### src/rtl/fft_pkg.sv
// Shared FFT definitions: pairing-stage FSM encoding and butterfly pipeline depth.
package fft_pkg;

   typedef enum logic [1:0] {
      IDLE = 2'd0,
      FILL = 2'd1,
      PAIR = 2'd2
   } fft_feed_state_e;

   // Input-register plus multiply-register stages inside fft_complex_compute.
   localparam int unsigned FFT_BFLY_LATENCY = 2;

endpackage

### src/rtl/fft_butterfly_feeder_if.sv
// Sample-in / pair-out bus between the sample source, the feeder and the butterfly.
interface fft_butterfly_feeder_if #(
   parameter int unsigned DATA_WIDTH = 32,
   parameter int unsigned SPAN       = 8
);
   import fft_pkg::*;

   localparam int unsigned AW = $clog2(SPAN);

   logic                  in_valid;
   logic                  in_sof;
   logic [DATA_WIDTH-1:0] in_data;
   logic                  tw_we;
   logic [AW-1:0]         tw_addr;
   logic [DATA_WIDTH-1:0] tw_data;
   logic [DATA_WIDTH-1:0] x_N;
   logic [DATA_WIDTH-1:0] x_M;
   logic [DATA_WIDTH-1:0] w_N;
   logic                  out_valid;
   logic                  out_last;
   logic                  y_valid;
   logic                  y_last;
   logic                  err_sync;

   modport master (
      output in_valid, in_sof, in_data, tw_we, tw_addr, tw_data,
      input  x_N, x_M, w_N, out_valid, out_last, y_valid, y_last, err_sync
   );

   modport slave (
      input  in_valid, in_sof, in_data, tw_we, tw_addr, tw_data,
      output x_N, x_M, w_N, out_valid, out_last, y_valid, y_last, err_sync
   );

endinterface

### src/rtl/fft_twiddle_ram.sv
// Twiddle table: SPAN x DATA_WIDTH, synchronous write, registered read (old data on collision).
module fft_twiddle_ram
   import fft_pkg::*;
#(
   parameter int unsigned DATA_WIDTH = 32,
   parameter int unsigned SPAN       = 8
) (
   input  logic                          clk,
   input  logic                          rst,
   input  logic                          we,
   input  logic [$clog2(SPAN)-1:0]       waddr,
   input  logic [DATA_WIDTH-1:0]         wdata,
   input  logic                          re,
   input  logic [$clog2(SPAN)-1:0]       raddr,
   output logic [DATA_WIDTH-1:0]         rdata
);

   logic [DATA_WIDTH-1:0] mem_q [SPAN];
   logic [DATA_WIDTH-1:0] rdata_q;
   logic [DATA_WIDTH-1:0] rdata_d;

   // Read register holds its value when no read is requested.
   always_comb begin
      rdata_d = rdata_q;
      if (re) begin
         rdata_d = mem_q[raddr];
      end
   end

   always_ff @(posedge clk) begin
      if (rst) begin
         rdata_q <= '0;
      end else begin
         rdata_q <= rdata_d;
      end
   end

   // Storage is not reset; it is loaded by software before use.
   always_ff @(posedge clk) begin
      if (we) begin
         mem_q[waddr] <= wdata;
      end
   end

   assign rdata = rdata_q;

endmodule

### src/rtl/fft_butterfly_feeder.sv
// Radix-2 DIF pairing stage: buffers the first SPAN samples of a group and emits
// (buffered, incoming, twiddle) pairs with valid/last sideband for the butterfly.
module fft_butterfly_feeder
   import fft_pkg::*;
#(
   parameter int unsigned DATA_WIDTH = 32,
   parameter int unsigned SPAN       = 8
) (
   input logic                  clk,
   input logic                  rst,
   fft_butterfly_feeder_if.slave bus
);

   localparam int unsigned CNT_W = $clog2(SPAN);
   localparam int unsigned LAT   = FFT_BFLY_LATENCY;

   fft_feed_state_e       state_q, state_d;
   logic [CNT_W-1:0]      cnt_q, cnt_d;
   logic [DATA_WIDTH-1:0] x_n_q, x_n_d;
   logic [DATA_WIDTH-1:0] x_m_q, x_m_d;
   logic                  out_valid_q, out_valid_d;
   logic                  out_last_q, out_last_d;
   logic                  err_sync_q, err_sync_d;
   logic [LAT-1:0]        yv_q, yv_d;
   logic [LAT-1:0]        yl_q, yl_d;

   logic [DATA_WIDTH-1:0] sbuf_q [SPAN];
   logic                  sbuf_we;
   logic [CNT_W-1:0]      sbuf_waddr;
   logic                  tw_re;
   logic                  resync;
   logic                  cnt_last;
   logic [DATA_WIDTH-1:0] tw_rdata;

   assign cnt_last = (cnt_q == CNT_W'(SPAN - 1));

   // A start-of-frame anywhere past the first slot of a group restarts the group.
   assign resync = bus.in_valid && bus.in_sof &&
                   (((state_q == FILL) && (cnt_q != '0)) || (state_q == PAIR));

   always_comb begin
      state_d     = state_q;
      cnt_d       = cnt_q;
      x_n_d       = x_n_q;
      x_m_d       = x_m_q;
      out_valid_d = 1'b0;
      out_last_d  = 1'b0;
      err_sync_d  = 1'b0;
      sbuf_we     = 1'b0;
      sbuf_waddr  = cnt_q;
      tw_re       = 1'b0;

      if (resync) begin
         err_sync_d = 1'b1;
         sbuf_we    = 1'b1;
         sbuf_waddr = '0;
         cnt_d      = CNT_W'(1);
         state_d    = FILL;
      end else begin
         unique case (state_q)
            IDLE: begin
               if (bus.in_valid && bus.in_sof) begin
                  sbuf_we    = 1'b1;
                  sbuf_waddr = '0;
                  cnt_d      = CNT_W'(1);
                  state_d    = FILL;
               end
            end
            FILL: begin
               if (bus.in_valid) begin
                  sbuf_we = 1'b1;
                  if (cnt_last) begin
                     cnt_d   = '0;
                     state_d = PAIR;
                  end else begin
                     cnt_d = cnt_q + CNT_W'(1);
                  end
               end
            end
            PAIR: begin
               if (bus.in_valid) begin
                  x_n_d       = sbuf_q[cnt_q];
                  x_m_d       = bus.in_data;
                  tw_re       = 1'b1;
                  out_valid_d = 1'b1;
                  out_last_d  = cnt_last;
                  if (cnt_last) begin
                     cnt_d   = '0;
                     state_d = FILL;
                  end else begin
                     cnt_d = cnt_q + CNT_W'(1);
                  end
               end
            end
            default: begin
               state_d = IDLE;
               cnt_d   = '0;
            end
         endcase
      end
   end

   // Sideband delay matching the butterfly's output latency.
   always_comb begin
      yv_d[0] = out_valid_q;
      yl_d[0] = out_last_q;
      for (int unsigned i = 1; i < LAT; i++) begin
         yv_d[i] = yv_q[i-1];
         yl_d[i] = yl_q[i-1];
      end
   end

   always_ff @(posedge clk) begin
      if (rst) begin
         state_q     <= IDLE;
         cnt_q       <= '0;
         x_n_q       <= '0;
         x_m_q       <= '0;
         out_valid_q <= 1'b0;
         out_last_q  <= 1'b0;
         err_sync_q  <= 1'b0;
         yv_q        <= '0;
         yl_q        <= '0;
      end else begin
         state_q     <= state_d;
         cnt_q       <= cnt_d;
         x_n_q       <= x_n_d;
         x_m_q       <= x_m_d;
         out_valid_q <= out_valid_d;
         out_last_q  <= out_last_d;
         err_sync_q  <= err_sync_d;
         yv_q        <= yv_d;
         yl_q        <= yl_d;
      end
   end

   // First-half sample buffer; contents are don't-care until written.
   always_ff @(posedge clk) begin
      if (sbuf_we) begin
         sbuf_q[sbuf_waddr] <= bus.in_data;
      end
   end

   fft_twiddle_ram #(
      .DATA_WIDTH (DATA_WIDTH),
      .SPAN       (SPAN)
   ) u_twiddle_ram (
      .clk   (clk),
      .rst   (rst),
      .we    (bus.tw_we),
      .waddr (bus.tw_addr),
      .wdata (bus.tw_data),
      .re    (tw_re),
      .raddr (cnt_q),
      .rdata (tw_rdata)
   );

   assign bus.x_N       = x_n_q;
   assign bus.x_M       = x_m_q;
   assign bus.w_N       = tw_rdata;
   assign bus.out_valid = out_valid_q;
   assign bus.out_last  = out_last_q;
   assign bus.err_sync  = err_sync_q;
   assign bus.y_valid   = yv_q[LAT-1];
   assign bus.y_last    = yl_q[LAT-1];

endmodule

### src/flat_wrapper.sv
// flat-port wrapper written by rule: the top's interface ports become plain ports
module fft_butterfly_feeder_flat import fft_pkg::*;
#(
   parameter int unsigned DATA_WIDTH = 32,
   parameter int unsigned SPAN       = 8
)
  (clk, rst, bus_in_valid, bus_in_sof, bus_in_data, bus_tw_we, bus_tw_addr, bus_tw_data, bus_x_N, bus_x_M, bus_w_N, bus_out_valid, bus_out_last, bus_y_valid, bus_y_last, bus_err_sync);
  fft_butterfly_feeder_if #(.DATA_WIDTH(DATA_WIDTH), .SPAN(SPAN)) bus_i ();
  input logic clk;
  input logic rst;
  input wire logic [$bits(bus_i.in_valid)-1:0] bus_in_valid;
  input wire logic [$bits(bus_i.in_sof)-1:0] bus_in_sof;
  input wire logic [$bits(bus_i.in_data)-1:0] bus_in_data;
  input wire logic [$bits(bus_i.tw_we)-1:0] bus_tw_we;
  input wire logic [$bits(bus_i.tw_addr)-1:0] bus_tw_addr;
  input wire logic [$bits(bus_i.tw_data)-1:0] bus_tw_data;
  output wire logic [$bits(bus_i.x_N)-1:0] bus_x_N;
  output wire logic [$bits(bus_i.x_M)-1:0] bus_x_M;
  output wire logic [$bits(bus_i.w_N)-1:0] bus_w_N;
  output wire logic [$bits(bus_i.out_valid)-1:0] bus_out_valid;
  output wire logic [$bits(bus_i.out_last)-1:0] bus_out_last;
  output wire logic [$bits(bus_i.y_valid)-1:0] bus_y_valid;
  output wire logic [$bits(bus_i.y_last)-1:0] bus_y_last;
  output wire logic [$bits(bus_i.err_sync)-1:0] bus_err_sync;
  assign bus_i.in_valid = bus_in_valid;
  assign bus_i.in_sof = bus_in_sof;
  assign bus_i.in_data = bus_in_data;
  assign bus_i.tw_we = bus_tw_we;
  assign bus_i.tw_addr = bus_tw_addr;
  assign bus_i.tw_data = bus_tw_data;
  assign bus_x_N = bus_i.x_N;
  assign bus_x_M = bus_i.x_M;
  assign bus_w_N = bus_i.w_N;
  assign bus_out_valid = bus_i.out_valid;
  assign bus_out_last = bus_i.out_last;
  assign bus_y_valid = bus_i.y_valid;
  assign bus_y_last = bus_i.y_last;
  assign bus_err_sync = bus_i.err_sync;
  fft_butterfly_feeder #(.DATA_WIDTH(DATA_WIDTH), .SPAN(SPAN)) u_core (.clk(clk), .rst(rst), .bus(bus_i));
endmodule
### config.mk
export PLATFORM = sky130hd
export DESIGN_NAME = fft_butterfly_feeder_flat
export DESIGN_NICKNAME = d
export VERILOG_FILES = /design/src/rtl/fft_pkg.sv /design/src/rtl/fft_butterfly_feeder_if.sv /design/src/rtl/fft_twiddle_ram.sv /design/src/rtl/fft_butterfly_feeder.sv /design/src/flat_wrapper.sv
export SDC_FILE = /design/constraint.sdc
export NUM_CORES = 1
export LEC_CHECK = 0
export CORE_MARGIN = 1.5
export CORE_UTILIZATION = 46
export CTS_BUF_LIST = sky130_fd_sc_hd__clkbuf_8
export DETAILED_ROUTE_END_ITERATION = 7
export GPL_ROUTABILITY_DRIVEN = 0
export PLACE_DENSITY = 0.67
export SLEW_MARGIN = 20
export SYNTH_ARGS = -nofsm -noshare
export SYNTH_HDL_FRONTEND = slang
export SYNTH_SLANG_ARGS = --single-unit
### constraint.sdc
create_clock -name clk -period 3.82 [get_ports clk]
set_input_delay 0.573 -clock clk [delete_from_list [all_inputs] [get_ports clk]]
set_output_delay 0.573 -clock clk [all_outputs]
set_load 0.02 [all_outputs]
Word-level counts from Yosys, hierarchy flattened --
Memory sizes are Yosys's and may differ from the RTL's. A register that Yosys moved wholly into a read port is not among the register bits. Index checks and enable logic that the tools add are counted.
Operators by class: $add $sub $neg 1, eq/ne operators 15, reduce and logical (&&, ||, !) cells 14, bitwise operators 3, multiplexer cells 26
Operators by type and width (number):
- $mux 3 | 6
- $mux 1 | 12
- $ne 3x1->1 const B | 4
- $mux 2 | 5
- $reduce_and 5->1 | 2
- $ne 2x1->1 const B | 4
- $ne 3x2->1 const B | 2
- $pmux 2 s3 | 1
- $pmux 3 s2 | 1
- $ne 2x2->1 const B | 2
- $reduce_and 2->1 | 2
- $reduce_or 2->1 | 2
- $reduce_or 4->1 | 1
- $add 3x1->3 const B | 1
- $eq 3x3->1 const B | 1
- $logic_and 1x1->1 | 3
- $not 1->1 | 3
- $reduce_and 3->1 | 1
- $reduce_bool 3->1 | 1
- $eq 2x1->1 const B | 1
- $eq 2x2->1 const B | 1
- $logic_not 2->1 | 1
- $pmux 1 s2 | 1
- $logic_or 1x1->1 | 1
Word-level totals: word-level logic and storage cells 71, memories 2, bits of input ports 72, register bits 44, RAM bits 512, output and inout port bits 101
Memories:
- u_core.sbuf_q | words 8, bits a word 32, rd ports 1, clocked after Yosys merged registers in 1, wr ports 1, line fft_butterfly_feeder.sv:27 | logic [DATA_WIDTH-1:0] sbuf_q [SPAN];
- u_core.u_twiddle_ram.mem_q | words 8, bits a word 32, rd ports 1, clocked after Yosys merged registers in 1, wr ports 1, line fft_twiddle_ram.sv:18 | logic [DATA_WIDTH-1:0] mem_q [SPAN];

Logic depth before layout (Yosys ltp) --
word-level depth 7, mapped depth 8, mapped depth without buffers 6

Modules after synthesis --
Synthesis repeated with hierarchy kept, for this count alone.
Unflattened totals: cell total of the unflattened synthesis 1441, area, all modules 23685.2 um2
By module, submodules not included:
- fft_butterfly_feeder | instances 1, area an instance 12727.2 um2, cells each 843
- fft_twiddle_ram | instances 1, area an instance 10958.0 um2, cells each 598

Least setup slack after synthesis --
No wires, ideal clock.
path kind reg2reg, start point register u_core.cnt_q[0], end point memory u_core.sbuf_q[1][0], enable pin, cell stages (with the launch flop) 9, data required time 3359 ps, slack -46 ps, arrival time 3405 ps, library setup time 461 ps, cell sequence dfxtp_1 -> buf_4 -> buf_6 -> inv_2 -> ha_1 -> nand2b_1 -> a21oi_2 -> o211ai_1 -> nor3_1
Between the ends: word-level cells in the longest chain between the ends 7, elaborated cells between the ends (all ways) 10, those cells by class mux: 6; reduce/logical: 4
Ends and longest elaborated chain:
- start, declared | line fft_butterfly_feeder.sv:18 | logic [CNT_W-1:0] cnt_q, cnt_d;
- start signal, assigned | line fft_butterfly_feeder.sv:126 | cnt_q <= cnt_d;
- $reduce_bool 3->1 | line fft_butterfly_feeder.sv:39 | (((state_q == FILL) && (cnt_q != '0)) || (state_q == PAIR));
- $logic_and 1x1->1 | line fft_butterfly_feeder.sv:39
- $logic_or 1x1->1 | line fft_butterfly_feeder.sv:39
- $logic_and 1x1->1 | line fft_butterfly_feeder.sv:38 | assign resync = bus.in_valid && bus.in_sof &&
- $mux 1 | line fft_butterfly_feeder.sv:53 | if (resync) begin
- $mux 1 | line fft_butterfly_feeder.sv:139 | if (sbuf_we) begin
- $mux 1 (implied by the code) | line fft_butterfly_feeder.sv:140 | sbuf_q[sbuf_waddr] <= bus.in_data;
- end, declared | line fft_butterfly_feeder.sv:27
Several ways; a longest one is shown, not always the timed one.

Worst setup path in the final report --
start point register u_core.cnt_q[1], end point memory u_core.sbuf_q[3][24], enable pin
The elaborated chain is that of the path after synthesis.

==> impl_summary.log <==
[metrics] result of the run: complete, no violations
[metrics] number of hold buffers added after cts: 0
[metrics] post-CTS setup buffer count: 0
[metrics] Tcrit/Tclk final: 68.7%
[metrics] worst stage delay on the critical path: 0.71 ns
[metrics] area taken by flip-flops and latches: 17500 um2
[metrics] Post-synth EDFFs: 512
[metrics] startpoint class of the critical path: flip-flop
[metrics] post-DR wirelength/cell: 21.3 um
[metrics] number of antenna violations at the first check in global routing: 3
[metrics] WP data required: 4.19 ns
[metrics] library cell with the largest summed area after synthesis: sky130_fd_sc_hd__edfxtp_1
[metrics] Yosys top cell area share: 64.4%
[metrics] terminus of the critical flop-to-flop path: u_core.sbuf_q[3][24]
[metrics] via total after detailed routing: 13100
[metrics] final wirelength: 52100 um
[metrics] FF-to-FF Start: u_core.cnt_q[1]
[metrics] vias in the first global route: 13300
[metrics] Longest Clk Path Bufs: 3
[metrics] setup skew after layout: 0.0240 ns
[metrics] final number of hold-violating endpoints: 0
[metrics] share of the synthesized area in compound gates (AO/OA/AOI/OAI): 6.32%
[metrics] number of cells on the worst hold path: 1
[metrics] sum of negative setup slack: 0 ns
[metrics] Post-layout nets: 1761
[metrics] global routing met1 resource utilization: 25.8%
[metrics] maximum vdd drop: 0.417 mV
[metrics] count of filler cells inserted in the layout: 4092
[metrics] crit path time final: 2.62 ns
[metrics] synth cell count leaders: sky130_fd_sc_hd__edfxtp_1 (512), sky130_fd_sc_hd__mux2i_1 (260), sky130_fd_sc_hd__a22oi_1 (128), sky130_fd_sc_hd__dfxtp_1 (108), sky130_fd_sc_hd__a21oi_1 (100)
[metrics] count of mapped cells out of synthesis: 1467
[metrics] flops & latches, synth: 620
[metrics] CTS tree: done
[metrics] relative slew slack: 24.5%
[metrics] Detailed Place HPWL: 30500 um
[metrics] Die Height: 231 um
[metrics] Std-Cell Rows: 83
[metrics] flop2flop setup slack: 1.20 ns
[metrics] buffering stage count on the worst path with inverters included: 2
[metrics] largest family of logic cells by synthesized area: multiplexers
[metrics] routing layer with the top usage in global route: met2
[metrics] share of synthesized area occupied by flip-flops and latches: 73.4%
[metrics] simple-gate share of the synthesized area: 5.82%
[metrics] Post-Synth Adder-Cell Area: 0.419%
[metrics] critical path arrival: 2.99 ns
[metrics] ratio of cells with drive above 1 in the final layout: 15.1%
[metrics] class of the most critical setup path: flip-flop to flip-flop
[metrics] Hold Crit Endpoint: u_core.yl_q[1]
[metrics] average cell area after synthesis: 16.3 um2
[metrics] Horiz. Die Dim: 231 um
[metrics] number of buffers created by CTS: 99
[metrics] crit-path leading delay family: compound AO/OA/AOI/OAI gates
[metrics] top cells by area in the synthesized netlist: sky130_fd_sc_hd__edfxtp_1 (64%), sky130_fd_sc_hd__mux2i_1 (11%), sky130_fd_sc_hd__dfxtp_1 (9.1%), sky130_fd_sc_hd__a22oi_1 (4.0%), sky130_fd_sc_hd__nor3_2 (2.7%)
[metrics] Post-synth top flop: sky130_fd_sc_hd__edfxtp_1
[metrics] met3 Track Usage GR: 4.03%
[metrics] number of nets in the synthesized netlist: 1547
[metrics] most numerous cell in the Yosys netlist: sky130_fd_sc_hd__edfxtp_1
[metrics] count of max-cap constraint violations: 0
[metrics] combined area of all synthesized cells: 23900 um2
[metrics] Placed Cells: 2260
[metrics] total gr overflow: 0
[metrics] non-filler cells, final: 2448
[metrics] launch point of the worst hold path: u_core.yl_q[0]
[metrics] antenna-violating nets left: 0
[metrics] proportion of synthesized area in mux cells: 10.9%
[metrics] H-tree lvl count: 3
[metrics] worst-skew pair later-pin latency: 0.68 ns
[metrics] Critical Path Fanout Max: 25
[metrics] Clock Pin Slew Worst Setup and Hold Paths: 0.06 ns
[metrics] Die Area: 53300 um2
[metrics] Crit. End Element: flip-flop
[metrics] count of unique library cells instantiated by Yosys: 31
[metrics] post-route setup slack: 1.20 ns
[metrics] placeable core area: 51300 um2
[metrics] slew at the pin with the worst max-slew slack: 1.13 ns
[metrics] all-layer global routing usage: 19.6%
[metrics] pin count of the biggest net entering global routing: 137
[metrics] layout overhead on the synthesized area: 17.7%
[metrics] Placement Setup Slack: 0.950 ns
[metrics] post-cts sizing count: 0
[metrics] number of max-slew violations in the final report: 0
[metrics] class of the worst hold path: flip-flop to flip-flop
[metrics] starting DRC count in detailed routing: 880
[metrics] post-synthesis xor/xnor area fraction: 0%
[metrics] crit-path cells: inv_1 -> ha_1 -> nand2b_1 -> a21oi_2 -> o211ai_1 -> nor2_4 -> buf_4
[metrics] root buffer cell: sky130_fd_sc_hd__clkbuf_8
[metrics] Ys Warns: 0
[metrics] number of optimization iterations in the first detailed-route pass: 5
[metrics] design area: 28100 um2
[metrics] RSZ-0062 raised after global routing: false
[metrics] leakage power: 9.21 nW
[metrics] port buffer count: 172
[metrics] timing-limited maximum frequency: 0.381 GHz
[metrics] Cell Pwr Density: 542 nW/um2
[metrics] worst-path cell with the longest stage delay: sky130_fd_sc_hd__o211ai_1
[metrics] share of synthesized registers carrying an async set or reset: 0%
[metrics] clock sinks: 620
[metrics] Initial Utilization: 46.6%
[metrics] final number of setup-violating endpoints: 0
[metrics] Boundary Pins: 173
[metrics] r2r worst-path depth: 7
[metrics] global-route wire length before repair: 78500 um
[metrics] vias per inst: 5.37
[metrics] area after detailed placement: 26200 um2
[metrics] grt met2 use: 32.6%
[metrics] Post-Route Utilization: 54.8%
[metrics] area taken by multi-input logic gates: 5750 um2
[metrics] DRC violation count after routing: 0
==> worst max-delay path by stage <==
stage                               start                                to  slack [ns]  depth (start not counted)
after CTS                 u_core.cnt_q[1]               u_core.sbuf_q[3][1]        1.19                          7
after global routing      u_core.cnt_q[1]               u_core.sbuf_q[3][1]        1.04                          7
final                     u_core.cnt_q[1]              u_core.sbuf_q[3][24]        1.20                          7
after floorplan            bus_tw_addr[2]  u_core.u_twiddle_ram.mem_q[0][0]        0.40                          2
after global placement       bus_in_valid              u_core.sbuf_q[3][22]        1.01                          5
after detailed placement     bus_in_valid               u_core.sbuf_q[7][7]        0.95                          5
==> metal layers <==
| layer | vias up | wire [um] |
|---|---|---|
| li1 | 6082 | - |
| met2 | 356 | 25600 |
| met5 | - | 13 |
| met3 | 92 | 2540 |
| met4 | 2 | 1230 |
| met1 | 6602 | 22700 |
==> cell type report <==
| class | count | area share (%) |
|---|---|---|
| inverter | 6 | 0.0801 |
| antenna | 1 | 0.00890 |
| clock buffer | 119 | 5.83 |
| clock inverter | 68 | 1.09 |
| sequential | 620 | 62.4 |
| timing repair buffer | 206 | 7.13 |
| tap | 680 | 3.03 |
| multi-input combinational | 748 | 20.4 |
==> kinds of logic (layout without fill, tap and decap cells) <==
family,after synthesis,after routing
buf+inv,99,399
fa+ha+maj,8,8
other cells,0,1
flops,620,620
simple gates,246,246
mux,260,260
compound gates,234,234
==> worst reg2reg max path, stage by stage, from the launching register on <==
cell	delay, ns
sky130_fd_sc_hd__dfxtp_1	0.64
sky130_fd_sc_hd__inv_1	0.12
sky130_fd_sc_hd__ha_1	0.20
sky130_fd_sc_hd__nand2b_1	0.09
sky130_fd_sc_hd__a21oi_2	0.08
sky130_fd_sc_hd__o211ai_1	0.71
sky130_fd_sc_hd__nor2_4	0.17
sky130_fd_sc_hd__buf_4	0.32
==> flip-flops by register name, indices dropped and copies added (netlist names) <==
name,cells
u_core.bus.err_sync,1
u_core.bus.out_last,1
u_core.bus.out_valid,1
u_core.bus.x_M,32
u_core.bus.x_N,32
u_core.cnt_q,3
u_core.sbuf_q,256
u_core.state_q,2
u_core.u_twiddle_ram.mem_q,256
u_core.u_twiddle_ram.rdata,32
u_core.yl_q,2
u_core.yv_q,2
==> metrics by stage <==
| step | hold slack (ns) | power (mW) |
|---|---|---|
| 4_1_cts | 0.438 | 15.4 |
| 3_5_place_dp | 0.428 | 10.0 |
| 5_1_grt | 0.470 | 15.9 |
| 3_3_place_gp | 0.422 | 9.95 |
| 2_1_floorplan | 0.414 | 9.61 |
| 6_report | 0.438 | 15.2 |
==> layout by cell type, fill, tap and decap left out, types with 2 or more instances in the layout <==
cell | netlist | layout
sky130_fd_sc_hd__clkinv_1 | 0 | 8
sky130_fd_sc_hd__nor2_1 | 83 | 70
sky130_fd_sc_hd__clkinvlp_4 | 0 | 2
sky130_fd_sc_hd__nand3_1 | 3 | 2
sky130_fd_sc_hd__nor3_2 | 64 | 66
sky130_fd_sc_hd__ha_1 | 8 | 8
sky130_fd_sc_hd__inv_1 | 5 | 41
sky130_fd_sc_hd__clkdlybuf4s50_1 | 0 | 171
sky130_fd_sc_hd__nand2b_1 | 5 | 5
sky130_fd_sc_hd__edfxtp_1 | 512 | 512
sky130_fd_sc_hd__and3_1 | 2 | 2
sky130_fd_sc_hd__buf_12 | 11 | 2
sky130_fd_sc_hd__nor2b_1 | 6 | 4
sky130_fd_sc_hd__a21oi_1 | 100 | 100
sky130_fd_sc_hd__nor3_1 | 7 | 4
sky130_fd_sc_hd__a22oi_1 | 128 | 128
sky130_fd_sc_hd__dfxtp_1 | 108 | 107
sky130_fd_sc_hd__mux2i_1 | 260 | 260
sky130_fd_sc_hd__nand2_1 | 70 | 70
sky130_fd_sc_hd__buf_4 | 12 | 32
sky130_fd_sc_hd__nor2b_4 | 0 | 2
sky130_fd_sc_hd__inv_6 | 0 | 3
sky130_fd_sc_hd__o211ai_1 | 2 | 2
sky130_fd_sc_hd__clkbuf_8 | 0 | 119
sky130_fd_sc_hd__clkinv_2 | 0 | 18
sky130_fd_sc_hd__nor2_4 | 0 | 13
==> power breakdown <==
part / switching [mW] / internal (mW) / total, mW
Sequential: 0.0958 / 7.59 / 7.69
Combinational: 1.24 / 0.929 / 2.16
Clock: 2.53 / 2.84 / 5.37
(Power assumes the default switching activity.)
